## config.mk

```make
export PLATFORM = sky130hd
export DESIGN_NAME = mc_core_seq_flat
export DESIGN_NICKNAME = d
export VERILOG_FILES = /design/src/rtl/mc_core_pkg.sv /design/src/rtl/mc_core_seq_if.sv /design/src/rtl/lsu_align.sv /design/src/rtl/mc_core_seq.sv /design/src/flat_wrapper.sv
export SDC_FILE = /design/constraint.sdc
export NUM_CORES = 1
export LEC_CHECK = 0
export CORE_MARGIN = 5
export CORE_UTILIZATION = 40
export DETAILED_ROUTE_END_ITERATION = 8
export DONT_BUFFER_PORTS = 1
export HOLD_SLACK_MARGIN = 0.02
export SYNTH_ARGS = -nofsm -noshare
export SYNTH_HDL_FRONTEND = slang
export SYNTH_HIERARCHICAL = 1
export SYNTH_SLANG_ARGS = --single-unit
```

## constraint.sdc

```tcl
create_clock -name clk -period 8.4 [get_ports clk]
set_input_delay 1.68 -clock clk [delete_from_list [all_inputs] [get_ports clk]]
set_output_delay 1.68 -clock clk [all_outputs]
set_load 0.02 [all_outputs]
```

## src/rtl/mc_core_pkg.sv

```systemverilog
// mc_core_pkg: shared constants and helpers for the multi-cycle sequencer.
//   - FSM state encodings
//   - trap cause codes
//   - memop (funct3-style) encodings
//   - decoded-control struct latched in EXEC
//   - memop size/legality helpers
package mc_core_pkg;

  localparam logic [2:0] ST_BOOT       = 3'd0;
  localparam logic [2:0] ST_FETCH_REQ  = 3'd1;
  localparam logic [2:0] ST_FETCH_WAIT = 3'd2;
  localparam logic [2:0] ST_EXEC       = 3'd3;
  localparam logic [2:0] ST_MEM_REQ    = 3'd4;
  localparam logic [2:0] ST_MEM_WAIT   = 3'd5;
  localparam logic [2:0] ST_WB         = 3'd6;
  localparam logic [2:0] ST_TRAP       = 3'd7;

  localparam logic [2:0] CAUSE_NONE      = 3'd0;
  localparam logic [2:0] CAUSE_FETCH_ERR = 3'd1;
  localparam logic [2:0] CAUSE_PC_MIS    = 3'd2;
  localparam logic [2:0] CAUSE_LS_MIS    = 3'd3;
  localparam logic [2:0] CAUSE_TIMEOUT   = 3'd4;
  localparam logic [2:0] CAUSE_ILL_MEMOP = 3'd5;
  localparam logic [2:0] CAUSE_LS_ERR    = 3'd6;

  localparam logic [2:0] MEMOP_B  = 3'b000;
  localparam logic [2:0] MEMOP_H  = 3'b001;
  localparam logic [2:0] MEMOP_W  = 3'b010;
  localparam logic [2:0] MEMOP_D  = 3'b011;
  localparam logic [2:0] MEMOP_BU = 3'b100;
  localparam logic [2:0] MEMOP_HU = 3'b101;
  localparam logic [2:0] MEMOP_WU = 3'b110;

  typedef struct packed {
    logic       mem_rd;
    logic       mem_wr;
    logic       reg_wr;
    logic [2:0] memop;
  } dec_t;

  // Access size in bytes; low two bits of memop carry the size.
  function automatic logic [3:0] memop_bytes(input logic [2:0] m);
    case (m[1:0])
      2'd0:    return 4'd1;
      2'd1:    return 4'd2;
      2'd2:    return 4'd4;
      default: return 4'd8;
    endcase
  endfunction

  // Doubleword and unsigned-word only exist on a 64-bit datapath.
  function automatic logic memop_legal(input logic [2:0] m, input int xlen);
    case (m)
      MEMOP_B, MEMOP_H, MEMOP_W, MEMOP_BU, MEMOP_HU: return 1'b1;
      MEMOP_D, MEMOP_WU:                             return (xlen == 64);
      default:                                       return 1'b0;
    endcase
  endfunction

endpackage

```

## src/rtl/mc_core_seq_if.sv

```systemverilog
// mc_core_seq_if: shared valid/ready memory bus.
//   master (core): bus_req/addr/wen/wdata/wmask out; bus_gnt/rvalid/rdata/err in
//   slave  (memory): the mirror image
interface mc_core_seq_if #(parameter int XLEN = 32);
  logic              bus_req;
  logic [XLEN-1:0]   bus_addr;
  logic              bus_wen;
  logic [XLEN-1:0]   bus_wdata;
  logic [XLEN/8-1:0] bus_wmask;
  logic              bus_gnt;
  logic              bus_rvalid;
  logic [XLEN-1:0]   bus_rdata;
  logic              bus_err;

  modport master (
    output bus_req, bus_addr, bus_wen, bus_wdata, bus_wmask,
    input  bus_gnt, bus_rvalid, bus_rdata, bus_err
  );

  modport slave (
    input  bus_req, bus_addr, bus_wen, bus_wdata, bus_wmask,
    output bus_gnt, bus_rvalid, bus_rdata, bus_err
  );
endinterface

```

## src/rtl/lsu_align.sv

```systemverilog
// lsu_align: combinational byte-lane alignment for loads and stores.
//   memop      : funct3-style size/sign code
//   offset     : byte offset of the address within the bus word
//   store_data : rs2 value, replicated across lanes on wdata
//   rdata      : raw bus read data
//   wmask      : size mask shifted to the addressed lanes
//   ldata      : read data shifted down and sign/zero-extended to XLEN
module lsu_align
  import mc_core_pkg::*;
#(
  parameter int XLEN = 32
) (
  input  logic [2:0]                  memop,
  input  logic [$clog2(XLEN/8)-1:0]   offset,
  input  logic [XLEN-1:0]             store_data,
  input  logic [XLEN-1:0]             rdata,
  output logic [XLEN/8-1:0]           wmask,
  output logic [XLEN-1:0]             wdata,
  output logic [XLEN-1:0]             ldata
);
  localparam int NB = XLEN / 8;

  logic [NB-1:0]   base_mask;
  logic [XLEN-1:0] shifted;

  always_comb begin
    base_mask = '0;
    wdata     = store_data;
    case (memop[1:0])
      2'd0: begin
        base_mask = NB'(8'h01);
        wdata     = {(XLEN/8){store_data[7:0]}};
      end
      2'd1: begin
        base_mask = NB'(8'h03);
        wdata     = {(XLEN/16){store_data[15:0]}};
      end
      2'd2: begin
        base_mask = NB'(8'h0F);
        wdata     = {(XLEN/32){store_data[31:0]}};
      end
      default: begin
        base_mask = NB'(8'hFF);
        wdata     = store_data;
      end
    endcase
    wmask = base_mask << offset;
  end

  // memop[2] selects zero-extension; the signed cast sign-extends otherwise.
  always_comb begin
    shifted = rdata >> {offset, 3'b000};
    case (memop[1:0])
      2'd0:    ldata = memop[2] ? XLEN'(shifted[7:0])  : XLEN'($signed(shifted[7:0]));
      2'd1:    ldata = memop[2] ? XLEN'(shifted[15:0]) : XLEN'($signed(shifted[15:0]));
      2'd2:    ldata = memop[2] ? XLEN'(shifted[31:0]) : XLEN'($signed(shifted[31:0]));
      default: ldata = shifted;
    endcase
  end

endmodule

```

## src/rtl/mc_core_seq.sv

```systemverilog
// mc_core_seq: multi-cycle fetch/exec/mem/writeback sequencer on a shared bus.
//   clk, rst          : clock, async active-high reset
//   bus               : valid/ready memory bus (master side)
//   pc, instr         : current PC and latched instruction
//   instr_valid       : high in EXEC, when external decode/ALU results are sampled
//   dec_*, mem_addr, store_data, alu_result, next_pc : external combinational results
//   rf_we, rf_wdata   : register-file write port (WB only)
//   trap, trap_cause  : sticky trap flag and cause
module mc_core_seq
  import mc_core_pkg::*;
#(
  parameter int              XLEN     = 32,
  parameter logic [XLEN-1:0] RESET_PC = XLEN'(32'h8000_0000),
  parameter int unsigned     TIMEOUT  = 255
) (
  input  logic              clk,
  input  logic              rst,
  mc_core_seq_if.master     bus,
  output logic [XLEN-1:0]   pc,
  output logic [31:0]       instr,
  output logic              instr_valid,
  input  logic              dec_mem_rd,
  input  logic              dec_mem_wr,
  input  logic              dec_reg_wr,
  input  logic [2:0]        dec_memop,
  input  logic [XLEN-1:0]   mem_addr,
  input  logic [XLEN-1:0]   store_data,
  input  logic [XLEN-1:0]   alu_result,
  input  logic [XLEN-1:0]   next_pc,
  output logic              rf_we,
  output logic [XLEN-1:0]   rf_wdata,
  output logic              trap,
  output logic [2:0]        trap_cause
);
  localparam int NB = XLEN / 8;
  localparam int OW = $clog2(NB);
  localparam int CW = $clog2(TIMEOUT + 2);

  logic [2:0]      state_q, state_d;
  logic [XLEN-1:0] pc_q, pc_d;
  logic [31:0]     instr_q, instr_d;
  logic [CW-1:0]   cnt_q, cnt_d, cnt_inc;
  logic [2:0]      cause_q, cause_d;
  logic [XLEN-1:0] npc_q, npc_d;
  logic [XLEN-1:0] alu_q, alu_d;
  logic [XLEN-1:0] maddr_q, maddr_d;
  logic [XLEN-1:0] sdata_q, sdata_d;
  logic [XLEN-1:0] ldata_q, ldata_d;
  dec_t            dec_q, dec_d;

  logic            pc_mis, is_load, timed_out;
  logic            ex_mem, ex_mis;
  logic [NB-1:0]   lsu_wmask;
  logic [XLEN-1:0] lsu_wdata, lsu_ldata;

  lsu_align #(.XLEN(XLEN)) u_lsu (
    .memop      (dec_q.memop),
    .offset     (maddr_q[OW-1:0]),
    .store_data (sdata_q),
    .rdata      (bus.bus_rdata),
    .wmask      (lsu_wmask),
    .wdata      (lsu_wdata),
    .ldata      (lsu_ldata)
  );

  assign pc_mis  = (pc_q[1:0] != 2'b00);
  assign is_load = dec_q.mem_rd & ~dec_q.mem_wr;
  assign cnt_inc = cnt_q + CW'(1);
  // Counts the current cycle, so a never-granted request is visible for
  // exactly TIMEOUT cycles before the trap.
  assign timed_out = (TIMEOUT != 0) && (32'(cnt_inc) == TIMEOUT);

  assign ex_mem = dec_mem_rd | dec_mem_wr;
  assign ex_mis = (mem_addr[3:0] & (memop_bytes(dec_memop) - 4'd1)) != 4'd0;

  always_comb begin
    state_d = state_q;
    pc_d    = pc_q;
    instr_d = instr_q;
    cnt_d   = cnt_q;
    cause_d = cause_q;
    npc_d   = npc_q;
    alu_d   = alu_q;
    maddr_d = maddr_q;
    sdata_d = sdata_q;
    ldata_d = ldata_q;
    dec_d   = dec_q;
    case (state_q)
      ST_BOOT: begin
        state_d = ST_FETCH_REQ;
        cnt_d   = '0;
      end
      ST_FETCH_REQ: begin
        if (pc_mis) begin
          state_d = ST_TRAP;
          cause_d = CAUSE_PC_MIS;
        end else begin
          cnt_d = cnt_inc;
          if (bus.bus_gnt) state_d = ST_FETCH_WAIT;
          else if (timed_out) begin
            state_d = ST_TRAP;
            cause_d = CAUSE_TIMEOUT;
          end
        end
      end
      ST_FETCH_WAIT: begin
        cnt_d = cnt_inc;
        if (bus.bus_rvalid) begin
          if (bus.bus_err) begin
            state_d = ST_TRAP;
            cause_d = CAUSE_FETCH_ERR;
          end else begin
            instr_d = (XLEN == 64 && pc_q[2]) ? bus.bus_rdata[XLEN-1 -: 32]
                                              : bus.bus_rdata[31:0];
            state_d = ST_EXEC;
          end
        end else if (timed_out) begin
          state_d = ST_TRAP;
          cause_d = CAUSE_TIMEOUT;
        end
      end
      ST_EXEC: begin
        npc_d   = next_pc;
        alu_d   = alu_result;
        maddr_d = mem_addr;
        sdata_d = store_data;
        // rd+wr together is treated as a store
        dec_d   = '{mem_rd: dec_mem_rd & ~dec_mem_wr, mem_wr: dec_mem_wr,
                    reg_wr: dec_reg_wr, memop: dec_memop};
        if (ex_mem) begin
          if (!memop_legal(dec_memop, XLEN)) begin
            state_d = ST_TRAP;
            cause_d = CAUSE_ILL_MEMOP;
          end else if (ex_mis) begin
            state_d = ST_TRAP;
            cause_d = CAUSE_LS_MIS;
          end else begin
            state_d = ST_MEM_REQ;
            cnt_d   = '0;
          end
        end else begin
          state_d = ST_WB;
        end
      end
      ST_MEM_REQ: begin
        cnt_d = cnt_inc;
        if (bus.bus_gnt) state_d = ST_MEM_WAIT;
        else if (timed_out) begin
          state_d = ST_TRAP;
          cause_d = CAUSE_TIMEOUT;
        end
      end
      ST_MEM_WAIT: begin
        cnt_d = cnt_inc;
        if (bus.bus_rvalid) begin
          if (bus.bus_err) begin
            state_d = ST_TRAP;
            cause_d = CAUSE_LS_ERR;
          end else begin
            ldata_d = lsu_ldata;
            state_d = ST_WB;
          end
        end else if (timed_out) begin
          state_d = ST_TRAP;
          cause_d = CAUSE_TIMEOUT;
        end
      end
      ST_WB: begin
        pc_d    = npc_q;
        state_d = ST_FETCH_REQ;
        cnt_d   = '0;
      end
      default: ; // ST_TRAP absorbs until reset
    endcase
  end

  always_ff @(posedge clk or posedge rst) begin
    if (rst) begin
      state_q <= ST_BOOT;
      pc_q    <= RESET_PC;
      instr_q <= '0;
      cnt_q   <= '0;
      cause_q <= CAUSE_NONE;
      npc_q   <= '0;
      alu_q   <= '0;
      maddr_q <= '0;
      sdata_q <= '0;
      ldata_q <= '0;
      dec_q   <= '0;
    end else begin
      state_q <= state_d;
      pc_q    <= pc_d;
      instr_q <= instr_d;
      cnt_q   <= cnt_d;
      cause_q <= cause_d;
      npc_q   <= npc_d;
      alu_q   <= alu_d;
      maddr_q <= maddr_d;
      sdata_q <= sdata_d;
      ldata_q <= ldata_d;
      dec_q   <= dec_d;
    end
  end

  // Bus outputs decode purely from state, so reset silences them at once.
  always_comb begin
    bus.bus_req   = 1'b0;
    bus.bus_addr  = '0;
    bus.bus_wen   = 1'b0;
    bus.bus_wdata = '0;
    bus.bus_wmask = '0;
    case (state_q)
      ST_FETCH_REQ: begin
        if (!pc_mis) begin
          bus.bus_req  = 1'b1;
          bus.bus_addr = pc_q;
        end
      end
      ST_MEM_REQ: begin
        bus.bus_req  = 1'b1;
        bus.bus_addr = maddr_q;
        bus.bus_wen  = dec_q.mem_wr;
        if (dec_q.mem_wr) begin
          bus.bus_wmask = lsu_wmask;
          bus.bus_wdata = lsu_wdata;
        end
      end
      default: ;
    endcase
  end

  assign pc          = pc_q;
  assign instr       = instr_q;
  assign instr_valid = (state_q == ST_EXEC);
  assign rf_we       = (state_q == ST_WB) & dec_q.reg_wr;
  assign rf_wdata    = (state_q == ST_WB) ? (is_load ? ldata_q : alu_q) : '0;
  assign trap        = (state_q == ST_TRAP);
  assign trap_cause  = cause_q;

endmodule

```

## src/flat_wrapper.sv

```systemverilog
// flat-port wrapper written by rule: the top's interface ports become plain ports
module mc_core_seq_flat import mc_core_pkg::*;
#(
  parameter int              XLEN     = 32,
  parameter logic [XLEN-1:0] RESET_PC = XLEN'(32'h8000_0000),
  parameter int unsigned     TIMEOUT  = 255
)
  (clk, rst, pc, instr, instr_valid, dec_mem_rd, dec_mem_wr, dec_reg_wr, dec_memop, mem_addr, store_data, alu_result, next_pc, rf_we, rf_wdata, trap, trap_cause, bus_bus_req, bus_bus_addr, bus_bus_wen, bus_bus_wdata, bus_bus_wmask, bus_bus_gnt, bus_bus_rvalid, bus_bus_rdata, bus_bus_err);
  mc_core_seq_if #(.XLEN(XLEN)) bus_i ();
  input  logic clk;
  input  logic rst;
  output logic [XLEN-1:0] pc;
  output logic [31:0] instr;
  output logic instr_valid;
  input  logic dec_mem_rd;
  input  logic dec_mem_wr;
  input  logic dec_reg_wr;
  input  logic [2:0] dec_memop;
  input  logic [XLEN-1:0] mem_addr;
  input  logic [XLEN-1:0] store_data;
  input  logic [XLEN-1:0] alu_result;
  input  logic [XLEN-1:0] next_pc;
  output logic rf_we;
  output logic [XLEN-1:0] rf_wdata;
  output logic trap;
  output logic [2:0] trap_cause;
  output wire logic [$bits(bus_i.bus_req)-1:0] bus_bus_req;
  output wire logic [$bits(bus_i.bus_addr)-1:0] bus_bus_addr;
  output wire logic [$bits(bus_i.bus_wen)-1:0] bus_bus_wen;
  output wire logic [$bits(bus_i.bus_wdata)-1:0] bus_bus_wdata;
  output wire logic [$bits(bus_i.bus_wmask)-1:0] bus_bus_wmask;
  input wire logic [$bits(bus_i.bus_gnt)-1:0] bus_bus_gnt;
  input wire logic [$bits(bus_i.bus_rvalid)-1:0] bus_bus_rvalid;
  input wire logic [$bits(bus_i.bus_rdata)-1:0] bus_bus_rdata;
  input wire logic [$bits(bus_i.bus_err)-1:0] bus_bus_err;
  assign bus_bus_req = bus_i.bus_req;
  assign bus_bus_addr = bus_i.bus_addr;
  assign bus_bus_wen = bus_i.bus_wen;
  assign bus_bus_wdata = bus_i.bus_wdata;
  assign bus_bus_wmask = bus_i.bus_wmask;
  assign bus_i.bus_gnt = bus_bus_gnt;
  assign bus_i.bus_rvalid = bus_bus_rvalid;
  assign bus_i.bus_rdata = bus_bus_rdata;
  assign bus_i.bus_err = bus_bus_err;
  mc_core_seq #(.XLEN(XLEN), .RESET_PC(RESET_PC), .TIMEOUT(TIMEOUT)) u_core (.clk(clk), .rst(rst), .bus(bus_i), .pc(pc), .instr(instr), .instr_valid(instr_valid), .dec_mem_rd(dec_mem_rd), .dec_mem_wr(dec_mem_wr), .dec_reg_wr(dec_reg_wr), .dec_memop(dec_memop), .mem_addr(mem_addr), .store_data(store_data), .alu_result(alu_result), .next_pc(next_pc), .rf_we(rf_we), .rf_wdata(rf_wdata), .trap(trap), .trap_cause(trap_cause));
endmodule
```

==> impl_metrics.ini <==
[worst_setup_path]
path_max_fanout = 40
crit_required_ps = 6720
path_class = reg2out
start_kind = flip-flop
crit_arrival_ps = 2780
cp-end-kind = output port

[drt]
avgRoutedWirePerCell_um = 20.7
route.vias.total = 8953
ant_nets = 0
viasPerCell = 5.39
drc = 0
drt-pass1-iter-count = 5
drtIter0Drc = 781
routed_wl_mm = 34.4

[cts]
htree_levels = 1
clock_latency_ps = 520
root_buffer = clkbuf_16
clkSinkCount = 245
cts_hold_buf = 0
cts_tree = done
cts_buffer_depth = 3
cts-resized-gates = 0
cts_setup_buffers = 0
clk_pin_slew_ps = 60
numCtsBuffers = 27

[final_layout]
final_cell_mix = nand2_1, dfrtp_1, mux2_2
drive_gt1_share_pct = 16.0
final_common_cell = nand2_1
num-fill-cells = 2891
num-nets-final = 1425
area_growth_pct = 9.54
instances_no_fill = 1662
antenna_cells = 0

[global_route]
grt_pass1_wl_mm = 52.8
grt_util_all_layers_pct = 19.7
grt_pass1_vias = 9013
antenna_found_initial = 1
grt_overflow_total = 0
grt_max_degree = 98

[synth]
synth_area_mm2 = 0.0120
yosysSeqAreaShare_pct = 51.1
yosys.area.top_type = dfrtp_1
mappedNetlistNets = 1479
synthFlopType = dfrtp_1
synth_warnings = 6
synthTopCellsByArea = dfrtp_1, nand2_1, mux2_2, a21oi_1, a22o_1
ys_seq_elements = 245
ys_async_sr_fraction_pct = 100
syn_area_per_cell_um2 = 9.18
synth_edf_count = 0
syn_inst = 1306
synth.distinct_cells = 61
synth_top_area_share_pct = 50.9

[hold_path]
hold_path.class = reg2reg

[timing]
slew_headroom_pct = 28.2
clock.fmax_mhz = 224
finalCriticalPeriod_ps = 4460
setup_violations = 0
hold_violations = 0
rsz0062_at_grt = false
slew_viol_final = 0
setup_tns_ps = 0
finalClockSkew_ps = 4.78
period_share_pct = 53.1
tightest_slew_ps = 1080

[placed_design]
place_inst = 1613
io_buffer_count = 0
gp_congestion = 0.859
dp_hpwl_mm = 24.3

[power_and_ir_drop]
pwr-share-seq_pct = 43.7
pwr_density_cell_mw_per_mm2 = 411
leakage_nw = 6.41
ir_drop_mv = 0.163
power_frac_clock_pct = 23.6
internal_power_mw = 3.20
p_sw_mw = 2.19
total_power_mw = 5.39
combPwrFrac_pct = 32.7
sw_frac_of_total_pct = 40.7

[run_status]
status = complete, no violations

[die]
coreArea_mm2 = 0.0296
fp.dieW_um = 183
die_h_um = 183
start_util_pct = 40.5
io_pins = 343
die-area_mm2 = 0.0335
row_count = 63

[job]
cap_violations = 0
[cell usage after synthesis, types with 2 or more instances]
cell	count
and2_1	4
clkbuf_1	49
xor2_1	4
a21oi_1	59
a211oi_1	10
and3_1	37
nor3_1	2
mux2i_1	15
buf_6	3
o21ai_0	31
nor4_1	3
buf_1	7
nand3_2	4
o22ai_1	3
nand3_1	18
ha_1	2
nand2b_1	8
a22o_1	31
o211ai_1	2
or2_2	4
nand2_1	530
buf_2	26
buf_4	11
o21a_1	2
a31oi_1	3
nor2_1	21
mux2_2	114
a2bb2oi_1	8
nor2b_1	12
and2b_1	3
nand4_1	2
dfrtp_1	244
inv_1	6
[final timing paths]
check,slack (ps),cells after the start,from,endpoint
max in group asynchronous,5670,3,rst,u_core/alu_q[13]
hold reg to reg,470,2,u_core/npc_q[11],u_core/npc_q[11]
setup reg to reg,4890,6,u_core/state_q[1],u_core/state_q[1]
hold / removal,470,2,u_core/npc_q[11],u_core/npc_q[11]
min in group asynchronous,1230,2,rst,u_core/maddr_q[0]
setup / recovery,3940,4,u_core/dec_q[4],rf_wdata[4]
[registers in the layout, summed over array words and instances, names as in the netlist, 6 cells and up]
signal / cells
u_core/maddr_q: 32
u_core/instr: 32
u_core/sdata_q: 32
u_core/dec_q: 6
u_core/ldata_q: 32
u_core/cnt_q: 9
u_core/npc_q: 32
u_core/pc: 32
u_core/alu_q: 32
[power by group through the flow]
stage	Combinational [mW]	Clock [mW]	Sequential, mW
after floorplan	1.51	0	2.17
after global placement	1.74	0	2.37
after detailed placement	1.78	0	2.38
after CTS	1.78	1.31	2.37
after global routing	1.99	1.36	2.44
final	1.76	1.27	2.36
[worst max-delay path: stages, from the launching register on]
cell,delay (ps)
dfrtp_1,1010
nand2b_1,200
buf_4,330
nand2_1,150
a21oi_1,550
[metal layers]
metal | part of all wire, % | vias to the layer above | GRT usage, %
li1 | - | 4223 | -
met1 | 41 | 4315 | 26.0
met2 | 48 | 370 | 32.7
met4 | 2.0 | 2 | 4.26
met5 | 0.038 | - | 0
met3 | 9.3 | 43 | 5.43
[logic make-up (layout without fill, tap and decap cells)]
| logic type | count (synthesis) | count (layout) | synth area share [%] |
|---|---|---|---|
| flip-flops | 245 | 245 | 51.1 |
| XOR/XNOR | 5 | 5 | 0.365 |
| adder cells (fa/ha/maj) | 2 | 2 | 0.209 |
| AO/OA/AOI/OAI | 161 | 161 | 8.98 |
| AND/OR/NAND/NOR | 658 | 658 | 23.0 |
| buffers and inverters | 105 | 71 | 4.22 |
| multiplexers | 130 | 130 | 12.1 |
[through the flow]
stage	hold slack (ps)	setup WS, ps	area, um^2	utilization [%]
floorplan	440	3500	12000	-
global placement	452	4550	12200	41.0
detailed placement	459	4520	12200	41.0
CTS	474	3940	13100	44.3
global route	488	3750	13100	44.3
finish	471	3940	13100	44.3
[area by class of cell]
cell class / count / area (um^2) / share of cell area (%)
Clock buffer: 33 / 748 / 5.70
Clock inverter: 16 / 224 / 1.71
Inverter: 7 / 32.5 / 0.248
Multi-Input combinational cell: 956 / 5400 / 41.1
Sequential cell: 245 / 6130 / 46.7
Tap cell: 390 / 488 / 3.72
Timing Repair Buffer: 15 / 113 / 0.857
(Power assumes the default switching activity.)
